$ cat src/rtl/rsa_decryptor_if.sv
// Command/result bundle for the RSA decryptor: operand plus command type in, status and result out.
interface rsa_decryptor_if #(
  parameter int WIDTH = 16
);
  logic [WIDTH-1:0] data;
  logic [2:0]       input_data_type;
  logic             busy;
  logic             done;
  logic [WIDTH-1:0] output_data;

  modport master (
    output data,
    output input_data_type,
    input  busy,
    input  done,
    input  output_data
  );

  modport slave (
    input  data,
    input  input_data_type,
    output busy,
    output done,
    output output_data
  );
endinterface

$ cat src/rtl/rsa_decryptor.sv
// RSA decryptor: m = c^d mod n by right-to-left square-and-multiply over a
// bit-serial interleaved modular multiplier that consumes one multiplier bit per cycle.
module rsa_decryptor #(
  parameter int WIDTH     = 16,
  parameter int D_DEFAULT = 3,
  parameter int N_DEFAULT = 33
) (
  input  logic          clk,
  input  logic          reset,
  rsa_decryptor_if.slave bus
);

  localparam int CW = (WIDTH > 1) ? $clog2(WIDTH) : 1;

  typedef enum logic [2:0] {
    S_IDLE,
    S_SETUP,
    S_RED,
    S_MUL,
    S_SQR,
    S_FIN
  } state_t;

  state_t           state, state_next;
  logic [WIDTH-1:0] d_reg, n_reg, c_reg, e_reg, r_reg, b_reg;
  logic [WIDTH-1:0] acc;
  logic [CW-1:0]    cnt;
  logic             done_reg;
  logic [WIDTH-1:0] out_reg;

  logic [WIDTH-1:0] mul_a, mul_b, e_view, dbl_red, acc_next;
  logic [WIDTH:0]   n_ext, dbl, addend, sum;
  logic             phase_done;

  // Operand routing: RED reduces c via 1*c, MUL folds B into R, SQR squares B.
  always_comb begin
    mul_a = '0;
    mul_b = '0;
    case (state)
      S_RED: begin
        mul_a = WIDTH'(1);
        mul_b = c_reg;
      end
      S_MUL: begin
        mul_a = r_reg;
        mul_b = b_reg;
      end
      S_SQR: begin
        mul_a = b_reg;
        mul_b = b_reg;
      end
      default: ;
    endcase
  end

  // One interleaved step; acc < n holds, so each reduction needs only one subtract.
  always_comb begin
    n_ext    = {1'b0, n_reg};
    dbl      = {acc, 1'b0};
    dbl_red  = (dbl >= n_ext) ? WIDTH'(dbl - n_ext) : WIDTH'(dbl);
    addend   = mul_b[cnt] ? {1'b0, mul_a} : '0;
    sum      = {1'b0, dbl_red} + addend;
    acc_next = (sum >= n_ext) ? WIDTH'(sum - n_ext) : WIDTH'(sum);
  end

  assign phase_done = (cnt == '0);
  // After a square the exponent shifts, so decide the next phase on the shifted value.
  assign e_view     = (state == S_SQR) ? (e_reg >> 1) : e_reg;

  always_comb begin
    state_next = state;
    case (state)
      S_IDLE:  if (bus.input_data_type == 3'd1) state_next = S_SETUP;
      S_SETUP: state_next = (n_reg < WIDTH'(2)) ? S_FIN : S_RED;
      S_RED, S_SQR: begin
        if (phase_done) begin
          if (e_view[0])                 state_next = S_MUL;
          else if (|e_view[WIDTH-1:1])   state_next = S_SQR;
          else                           state_next = S_FIN;
        end
      end
      S_MUL: begin
        if (phase_done) state_next = (|e_reg[WIDTH-1:1]) ? S_SQR : S_FIN;
      end
      S_FIN:   state_next = S_IDLE;
      default: state_next = S_IDLE;
    endcase
  end

  always_ff @(posedge clk) begin
    if (reset) begin
      state    <= S_IDLE;
      d_reg    <= WIDTH'(D_DEFAULT);
      n_reg    <= WIDTH'(N_DEFAULT);
      c_reg    <= '0;
      e_reg    <= '0;
      r_reg    <= '0;
      b_reg    <= '0;
      acc      <= '0;
      cnt      <= CW'(WIDTH - 1);
      done_reg <= 1'b0;
      out_reg  <= '0;
    end else begin
      state <= state_next;
      case (state)
        S_IDLE: begin
          case (bus.input_data_type)
            3'd1: begin
              c_reg    <= bus.data;
              e_reg    <= d_reg;
              done_reg <= 1'b0;
            end
            3'd2:    d_reg <= bus.data;
            3'd3:    n_reg <= bus.data;
            default: ;
          endcase
        end
        S_SETUP: begin
          r_reg <= (n_reg < WIDTH'(2)) ? '0 : WIDTH'(1);
          acc   <= '0;
          cnt   <= CW'(WIDTH - 1);
        end
        S_RED, S_MUL, S_SQR: begin
          if (phase_done) begin
            acc <= '0;
            cnt <= CW'(WIDTH - 1);
            if (state == S_MUL) r_reg <= acc_next;
            else                b_reg <= acc_next;
            if (state == S_SQR) e_reg <= e_reg >> 1;
          end else begin
            acc <= acc_next;
            cnt <= cnt - CW'(1);
          end
        end
        S_FIN: begin
          out_reg  <= r_reg;
          done_reg <= 1'b1;
        end
        default: ;
      endcase
    end
  end

  assign bus.busy        = (state != S_IDLE);
  assign bus.done        = done_reg;
  assign bus.output_data = out_reg;

endmodule
$ cat src/flat_wrapper.sv
// flat-port wrapper written by rule: the top's interface ports become plain ports
module rsa_decryptor_flat 
#(
  parameter int WIDTH     = 16,
  parameter int D_DEFAULT = 3,
  parameter int N_DEFAULT = 33
)
  (clk, reset, bus_data, bus_input_data_type, bus_busy, bus_done, bus_output_data);
  rsa_decryptor_if #(.WIDTH(WIDTH)) bus_i ();
  input  logic clk;
  input  logic reset;
  input wire logic [$bits(bus_i.data)-1:0] bus_data;
  input wire logic [$bits(bus_i.input_data_type)-1:0] bus_input_data_type;
  output wire logic [$bits(bus_i.busy)-1:0] bus_busy;
  output wire logic [$bits(bus_i.done)-1:0] bus_done;
  output wire logic [$bits(bus_i.output_data)-1:0] bus_output_data;
  assign bus_i.data = bus_data;
  assign bus_i.input_data_type = bus_input_data_type;
  assign bus_busy = bus_i.busy;
  assign bus_done = bus_i.done;
  assign bus_output_data = bus_i.output_data;
  rsa_decryptor #(.WIDTH(WIDTH), .D_DEFAULT(D_DEFAULT), .N_DEFAULT(N_DEFAULT)) u_core (.clk(clk), .reset(reset), .bus(bus_i));
endmodule
$ cat config.mk
export PLATFORM = sky130hd
export DESIGN_NAME = rsa_decryptor_flat
export DESIGN_NICKNAME = d
export VERILOG_FILES = /design/src/rtl/rsa_decryptor_if.sv /design/src/rtl/rsa_decryptor.sv /design/src/flat_wrapper.sv
export SDC_FILE = /design/constraint.sdc
export NUM_CORES = 1
export LEC_CHECK = 0
export CAP_MARGIN = 20
export CELL_PAD_IN_SITES_DETAIL_PLACEMENT = 1
export CELL_PAD_IN_SITES_GLOBAL_PLACEMENT = 1
export CORE_MARGIN = 1
export CORE_UTILIZATION = 43
export CTS_BUF_LIST = sky130_fd_sc_hd__clkbuf_8
export DETAILED_ROUTE_END_ITERATION = 8
export PLACE_DENSITY_LB_ADDON = 0.1
export SLEW_MARGIN = 0
export SYNTH_ARGS = -nofsm -noshare
export SYNTH_HDL_FRONTEND = slang
export SYNTH_SLANG_ARGS = --single-unit
$ cat constraint.sdc
create_clock -name clk -period 6.35 [get_ports clk]
set_clock_uncertainty 0.05 [all_clocks]
set_input_delay 0.635 -clock clk [delete_from_list [all_inputs] [get_ports clk]]
set_output_delay 0.635 -clock clk [all_outputs]
set_load 0.01 [all_outputs]
==> results.md, run 1 <==
- GR Layer Usage met3: 3.521%
- Core box area: 19,460 sq um
- Vias in the first global route: 7,802
- Post-route ant nets: 0
- Fin util: 51.91%
- Antenna violations before repair: 0
- Post-synthesis cell type count: 77
- Number of vias per cell: 5.800
- Max-Cap Viols: 0
- Die Y: 143.0 um
- Placed instance area: 9398 sq um
- Cts bufs inserted: 17
- HPWL after DPL: 21.57 mm
- Slew Viols, Final: 0
- Hold-fix buffers, CTS: 0
- I/O Buffers: 38
- Worst setup SP type: flip-flop
- Final instance area: 10,100 sq um
- Max frequency: 163.3 MHz
- Sequential fraction of the synthesis area: 31.85%
- Clock Pin Slew Worst Setup and Hold Paths: 0.09 ns
- Layout cell share with drive strength beyond 1: 15.91%
- Die Width: 143.0 um
- M1 GR Usage: 42.92%
- EDFF count, synth: 0
- All-Layer GR Usage: 28.86%
- Setup TNS: 0 ns
- Yosys reg bits: 136
- Routed WL: 29.01 mm
- IO Count: 39
- Starting DRC count in detailed routing: 624
- Layout Nets: 1,210
- Commonest register cell after synthesis: dfxtp_1
- Pin count of the biggest net entering global routing: 70
- RePlAce Congestion: 0.9247
- Hold Path Class: reg2reg
- Busiest grt layer: met2
- P&R area growth vs syn: 18.18%
- CP required: 6.64 ns
- Row count: 51
- Die Footprint: 20,450 sq um
- CTS Root Cell: clkbuf_8
- Asr flop ratio synth: 0%
- Clk buf depth: 2
- Post-Syn Instances: 1,083
- CP Max Fanout: 7
- Rel. slew slack: 32.11%
- Area contributors post-synth: dfxtp_1 (32%), nand2_1 (8.2%), ha_1 (7.2%)
- TritonCTS clock tree: yes
- DRC: 0
- Mapped Area: 8548 sq um
- Crit path kind: reg2reg
- CTS sink count: 136
- Pre-antenna DRT Iters: 5
- Synth Area per Inst: 7.893 sq um
- H-tree level count: 4
- Setup Viol. Count Final: 0
- First-pass GRT wire length: 44.55 mm
- Tcrit/Tclk final: 96.43%
- Met2 Use GR: 43.49%
- Final Hold Fails: 0
- Vias: 8,207
- Synth top area share: 31.85%
- Cell taking the most area after synthesis: dfxtp_1
- Clk_lat worst skew: 0.45 ns
- Worst-Margin Slew: 1.015 ns
- CP endpoint kind: flip-flop
- Wirelength per Cell: 20.50 um
- CP arrival: 6.42 ns
- Syn_nets: 1,156
- Status: finished clean
- GRT overflow: 0
- Ant diodes: 0
- Crit path time final: 6.123 ns
- Synth warn: 0
- Initial Util: 43.92%
## layout make-up
class	count	area (sq um)
Clock inverter	15	103.9
Timing Repair Buffer	97	887.1
Inverter	36	135.1
Tap cell	265	331.6
Sequential cell	136	2729
Fill cell	2386	9360
Clock buffer	17	234.0
Multi-Input combinational cell	849	5682
## worst max-delay path, stage by stage (launching register included)
cell and delay, ns:
dfxtp_1 0.38, ha_2 0.23, or3_4 0.38, o31ai_4 0.28, o22ai_2 0.10, or4_4 0.43, o21ai_4 0.10, a21oi_4 0.11
and2_1 0.18, ha_2 0.18, fa_2 0.39, a211oi_2 0.27, o21bai_2 0.13, o211ai_2 0.27, o21ai_4 0.10, a21boi_2 0.20
xnor2_2 0.10, ha_1 0.33, and4_4 0.24, nand3_1 0.10, or4_4 0.45, nand3_4 0.11, a41oi_4 0.06, nand2_8 0.15
buf_12 0.15, mux2_4 0.32, a22o_1 0.20
## Yosys cell counts (13+ instances only)
cell,number
nor2_1,86
inv_1,35
mux2_4,13
nand3_1,13
dfxtp_1,136
clkbuf_1,45
o21ai_0,65
a22oi_1,35
xnor2_1,25
nand2_1,186
ha_1,49
or3_1,18
a21oi_1,117
a22o_1,19
a211oi_1,29
nor3_1,15
## cell families (layout without fill, tap and decap cells)
family	count (synthesis)	count (layout)	synth area share, %
simple gates	378	378	20.10
compound gates	346	346	26.04
flops	136	136	31.85
buf+inv	98	165	4.918
fa+ha+maj	52	52	7.875
xor+xnor	37	37	3.791
mux	36	36	5.430
## repair_timing
item,CTS,global route
gates resized for setup,11,45
buffers inserted,5,7
endpoints found under the setup margin,44,48
pin swaps,4,14
## placed cells by master, fill, tap and decap left out, types with 6 or more instances in the layout
cell | synthesis | final
nand2_1 | 186 | 186
dfxtp_1 | 136 | 131
a21oi_1 | 117 | 113
nor2_1 | 86 | 84
o21ai_0 | 65 | 62
buf_4 | 7 | 54
ha_1 | 49 | 37
clkdlybuf4s50_1 | 0 | 37
inv_1 | 35 | 36
a22oi_1 | 35 | 35
a211oi_1 | 29 | 27
xnor2_1 | 25 | 22
a22o_1 | 19 | 19
or3_1 | 18 | 17
clkbuf_8 | 0 | 17
mux2_4 | 13 | 14
nand3_1 | 13 | 13
nor3_1 | 15 | 12
a21o_1 | 12 | 12
xor2_1 | 12 | 11
nand2b_1 | 10 | 10
mux2_2 | 11 | 10
o211ai_1 | 9 | 9
o21a_1 | 9 | 9
mux2i_1 | 10 | 8
nor2b_1 | 8 | 7
nor4_1 | 6 | 6
ha_4 | 0 | 6
ha_2 | 0 | 6
clkinvlp_4 | 0 | 6
## metal layers
layer	wire [um]	vias up	share of wire [%]
li1	-	3970	-
met1	14550	4048	50
met3	1196	20	4.1
met4	490	0	1.7
met2	12770	169	44
met5	0	-	0
## worst paths after layout
| path | end | slack, ns | depth (start not counted) | from |
|---|---|---|---|---|
| min | u_core.d_reg[2]$_SDFFE_PP0P_ | 0.41 | 2 | u_core.d_reg[2]$_SDFFE_PP0P_ |
| max reg2reg | u_core.r_reg[2]$_SDFFE_PP0P_ | 0.23 | 26 | u_core.acc[5]$_SDFFE_PP0P_ |
| min reg2reg | u_core.d_reg[2]$_SDFFE_PP0P_ | 0.41 | 2 | u_core.d_reg[2]$_SDFFE_PP0P_ |
| max | u_core.r_reg[2]$_SDFFE_PP0P_ | 0.23 | 26 | u_core.acc[5]$_SDFFE_PP0P_ |
## stage by stage
stage | instances | hold slack [ns] | setup WS [ns]
6_report | 1415 | 0.4051 | 0.2269
2_1_floorplan | 1083 | 0.3820 | 0.2193
4_1_cts | 1408 | 0.4057 | 0.007419
3_3_place_gp | 1370 | 0.3896 | 0.02286
5_1_grt | 1415 | 0.4159 | -0.005230
3_5_place_dp | 1371 | 0.3941 | -0.2388
Power of run 1 is left out: the tool's default activity adds up to more than one toggle a clock period on the data nets, which glitch-free logic cannot reach.
==> inputs of run 2 (changes only) <==
--- a/config.mk
+++ b/config.mk
@@ -13,6 +13,7 @@
 export CTS_BUF_LIST = sky130_fd_sc_hd__clkbuf_8
 export DETAILED_ROUTE_END_ITERATION = 8
 export PLACE_DENSITY_LB_ADDON = 0.1
+export SKIP_CTS_REPAIR_TIMING = 1
 export SLEW_MARGIN = 0
 export SYNTH_ARGS = -nofsm -noshare
 export SYNTH_HDL_FRONTEND = slang
==> results.md, run 2 (synthesis results as in run 1) <==
- Routed WL: 28.68 mm
- Crit path kind: reg2reg
- Busiest grt layer: met2
- I/O Buffers: 38
- Worst Min Path Start: u_core.d_reg[2]$_SDFFE_PP0P_
- Vias in the first global route: 7,775
- Antenna violations before repair: 0
- Slowest stage delay, CP: 0.53 ns
- TritonCTS clock tree: yes
- PnR worst setup slack: 0.1555 ns
- Layout cell share with drive strength beyond 1: 15.45%
- Buf+Inv Stages, Crit Path: 1
- First-pass GRT wire length: 44.28 mm
- P&R area growth vs syn: 17.64%
- HPWL after DPL: 21.57 mm
- Status: finished clean
- Max-Cap Viols: 0
- Hold-critical path depth: 2
- Max frequency: 161.4 MHz
- Cts bufs inserted: 17
- CP required: 6.63 ns
- Initial Util: 43.92%
- Setup Viol. Count Final: 0
- Die Footprint: 20,450 sq um
- Most common cell after layout, fill and taps aside: nand2_1
- H-tree level count: 4
- CP endpoint kind: flip-flop
- Clk buf depth: 2
- CP Max Fanout: 7
- CP arrival: 6.48 ns
- Hold Path Sink: u_core.d_reg[2]$_SDFFE_PP0P_
- M1 GR Usage: 42.69%
- Worst setup SP type: flip-flop
- Clock Pin Slew Worst Setup and Hold Paths: 0.09 ns
- Worst Setup SP: u_core.acc[5]$_SDFFE_PP0P_
- Reg2reg setup slack: 0.16 ns
- Post-route ant nets: 0
- CP delay by family, top: simple AND/OR/NAND/NOR gates
- Placed instance area: 9398 sq um
- All-Layer GR Usage: 28.65%
- Wirelength per Cell: 20.32 um
- CTS Root Cell: clkbuf_8
- Die Width: 143.0 um
- Crit path time final: 6.194 ns
- CTS sink count: 136
- Clk_lat worst skew: 0.45 ns
- Row count: 51
- R2R Path End: u_core.acc[11]$_SDFFE_PP0P_
- CP max stage cell: or4_4
- Final instance area: 10,060 sq um
- R2R cell count: 26
- IO Count: 39
- Pin count of the biggest net entering global routing: 70
- Die Y: 143.0 um
- GR Layer Usage met3: 3.521%
- Setup TNS: 0 ns
- Pre-antenna DRT Iters: 5
- RePlAce Congestion: 0.9247
- Ant diodes: 0
- Fin util: 51.67%
- Starting DRC count in detailed routing: 433
- Worst r2r src: u_core.acc[5]$_SDFFE_PP0P_
- Rel. slew slack: 34.20%
- Most frequent cells in the layout: nand2_1 (186), dfxtp_1 (132), a21oi_1 (113)
- Tcrit/Tclk final: 97.55%
- Met2 Use GR: 43.08%
- Hold Path Class: reg2reg
- Final Hold Fails: 0
- GRT overflow: 0
- Number of vias per cell: 5.767
- Core box area: 19,460 sq um
- Vias: 8,137
- Layout Nets: 1,206
- DP Worst Slack: -0.2388 ns
- Worst-Margin Slew: 0.9833 ns
- Slew Viols, Final: 0
- DRC: 0
==> run 2: cell count changes in the layout (fill, tap and decap cells not counted), sizes merged <==
cell / delta
buf: -4
==> run 2: layout make-up <==
class	count	area (sq um)
inverters	36	135.1
multi-input cells	849	5663
well taps	265	331.6
flip-flops and latches	136	2728
clock inverters	15	103.9
clock buffers	17	234.0
fillers	2377	9407
repair buffers	93	860.8
==> run 2: worst max path at each step <==
stage	end	slack (ns)	cells past startpoint
floorplan	u_core.acc[13]$_SDFFE_PP0P_	0.22	29
global placement	u_core.r_reg[3]$_SDFFE_PP0P_	0.02	27
detailed placement	u_core.acc[8]$_SDFFE_PP0P_	-0.24	27
CTS	u_core.acc[8]$_SDFFE_PP0P_	-0.29	27
global route	u_core.acc[11]$_SDFFE_PP0P_	-0.05	25
finish	u_core.acc[11]$_SDFFE_PP0P_	0.16	26
==> run 2: metal layers <==
| layer | share of wire (%) | routed length (um) |
|---|---|---|
| met1 | 50 | 14350 |
| met3 | 4.2 | 1218 |
| met2 | 44 | 12560 |
| met5 | 0 | 0 |
| met4 | 1.9 | 553 |
==> run 2: worst register-to-register path, delay by kind of cell, from the launching register on <==
kind                       cells  cell delay [ns]
muxes                          1             0.37
and+or+nand+nor                8             2.12
AOI/OAI and AO/OA             11             1.77
adders and majority gates      4             1.13
xor gates and xnor gates       1             0.10
DFF                            1             0.38
buffers and inverters          1             0.14
==> run 2: through the flow <==
| stage | hold slack, ns | instances |
|---|---|---|
| final | 0.4056 | 1411 |
| after global routing | 0.4159 | 1411 |
| after CTS | 0.4057 | 1403 |
| after detailed placement | 0.3941 | 1371 |
| after global placement | 0.3896 | 1370 |
| after floorplan | 0.3820 | 1083 |
Power of run 2 is left out for the same reason.
==> inputs of run 3 (changes only) <==
--- a/config.mk
+++ b/config.mk
@@ -12,6 +12,7 @@
 export CORE_UTILIZATION = 43
 export CTS_BUF_LIST = sky130_fd_sc_hd__clkbuf_8
 export DETAILED_ROUTE_END_ITERATION = 8
+export GPL_TIMING_DRIVEN = 0
 export PLACE_DENSITY_LB_ADDON = 0.1
 export SKIP_CTS_REPAIR_TIMING = 1
 export SLEW_MARGIN = 0
==> results.md, run 3 (synthesis results as in run 1) <==
- Cts bufs inserted: 17
- Slew Viols, Final: 0
- Pin count of the biggest net entering global routing: 17
- Max-Cap Viols: 0
- PnR worst setup slack: -0.09671 ns
- Most frequent cells in the layout: nand2_1 (186), dfxtp_1 (127), a21oi_1 (113)
- CP delay by family, top: compound AO/OA/AOI/OAI gates
- P&R area growth vs syn: 19.80%
- Final instance area: 10,240 sq um
- Clk_lat worst skew: 0.48 ns
- Vias: 8,431
- DP Worst Slack: -0.9999 ns
- Buf+Inv Stages, Crit Path: 3
- Hold Path Class: reg2reg
- Slowest stage delay, CP: 0.50 ns
- Number of vias per cell: 5.843
- CP endpoint kind: flip-flop
- Final Hold Fails: 0
- Most common cell after layout, fill and taps aside: nand2_1
- Wirelength per Cell: 21.69 um
- RePlAce Congestion: 0.9040
- H-tree level count: 4
- Max frequency: 155.1 MHz
- Ant diodes: 0
- HPWL after DPL: 23.23 mm
- Failing checks: negative setup slack
- First-pass GRT wire length: 46.07 mm
- Worst-Margin Slew: 1.191 ns
- Vias in the first global route: 8,163
- Layout Nets: 1,238
- Hold WS: 0.4085 ns
- Layout cell share with drive strength beyond 1: 15.11%
- CTS Root Cell: clkbuf_8
- CP Max Fanout: 5
- Routed WL: 31.30 mm
- CP arrival: 6.74 ns
- All-Layer GR Usage: 30.14%
- CTS sink count: 136
- DRC: 0
- Setup Viol. Count Final: 44
- Starting DRC count in detailed routing: 713
- Crit path time final: 6.447 ns
- CP required: 6.64 ns
- Status: finished with violations
- Core box area: 19,460 sq um
- CP max stage cell: a31oi_1
- Initial Util: 43.92%
- Row count: 51
- Die Footprint: 20,450 sq um
- Rel. slew slack: 20.01%
- Post-route ant nets: 0
- Tcrit/Tclk final: 101.5%
- Crit path kind: reg2reg
- IO Count: 39
- TritonCTS clock tree: yes
- GRT overflow: 0
- Clk buf depth: 2
- Die Y: 143.0 um
- Placed instance area: 9260 sq um
- Pre-antenna DRT Iters: 5
- I/O Buffers: 38
- Setup TNS: -2.098 ns
- Die Width: 143.0 um
- Worst setup SP type: flip-flop
- RSZ-0062 raised after global routing: yes
- Antenna violations before repair: 0
- Clock Pin Slew Worst Setup and Hold Paths: 0.09 ns
[run 3: per-layer routing]
layer / vias to the layer above / global-route usage [%] / routed length, um
li1: 4038 / - / -
met1: 4087 / 43.20 / 14870
met3: 56 / 4.695 / 1845
met5: - / 0 / 0
met4: 0 / 8.206 / 671
met2: 250 / 46.50 / 13920
[run 3: final timing paths]
path	startpoint	endpoint	slack [ns]	depth (start not counted)
max	u_core.n_reg[8]$_SDFFE_PP0P_	u_core.r_reg[6]$_SDFFE_PP0P_	-0.1	25
min	u_core.bus.output_data[9]$_SDFFE_PP0P_	u_core.bus.output_data[9]$_SDFFE_PP0P_	0.41	2
max reg2reg	u_core.n_reg[8]$_SDFFE_PP0P_	u_core.r_reg[6]$_SDFFE_PP0P_	-0.1	25
min reg2reg	u_core.bus.output_data[9]$_SDFFE_PP0P_	u_core.bus.output_data[9]$_SDFFE_PP0P_	0.41	2
[run 3: final cells by class]
cell class | count | area, sq um
multi-input combinational | 849 | 5724
sequential | 136 | 2741
timing repair buffer | 64 | 608.1
tap | 265 | 331.6
buffer | 61 | 301.5
inverter | 36 | 140.1
clock inverter | 13 | 132.6
fill | 2398 | 9221
clock buffer | 19 | 261.5
[run 3: through the flow]
step | instances | util (%)
finish | 1443 | 52.62
floorplan | 1083 | -
global route | 1443 | 52.62
CTS | 1418 | 49.60
detailed placement | 1386 | 47.58
global placement | 1386 | 47.58
[run 3: worst reg2reg max path: stages (launching register included)]
cell,delay [ns]
dfxtp_1,0.37
inv_1,0.11
ha_1,0.40
nand2_1,0.14
or3_1,0.42
nor3_2,0.22
nor2_1,0.10
a21oi_4,0.28
buf_8,0.17
mux2_4,0.30
ha_1,0.38
o21ai_0,0.15
o21bai_2,0.26
o211ai_2,0.15
o21ai_4,0.26
a21boi_2,0.11
xnor2_2,0.38
ha_4,0.22
and4_4,0.25
nand3_4,0.08
or4_4,0.47
nand3_4,0.11
a41oi_4,0.06
buf_4,0.20
a31oi_1,0.50
o21ai_0,0.18
Power of run 3 is left out for the same reason.
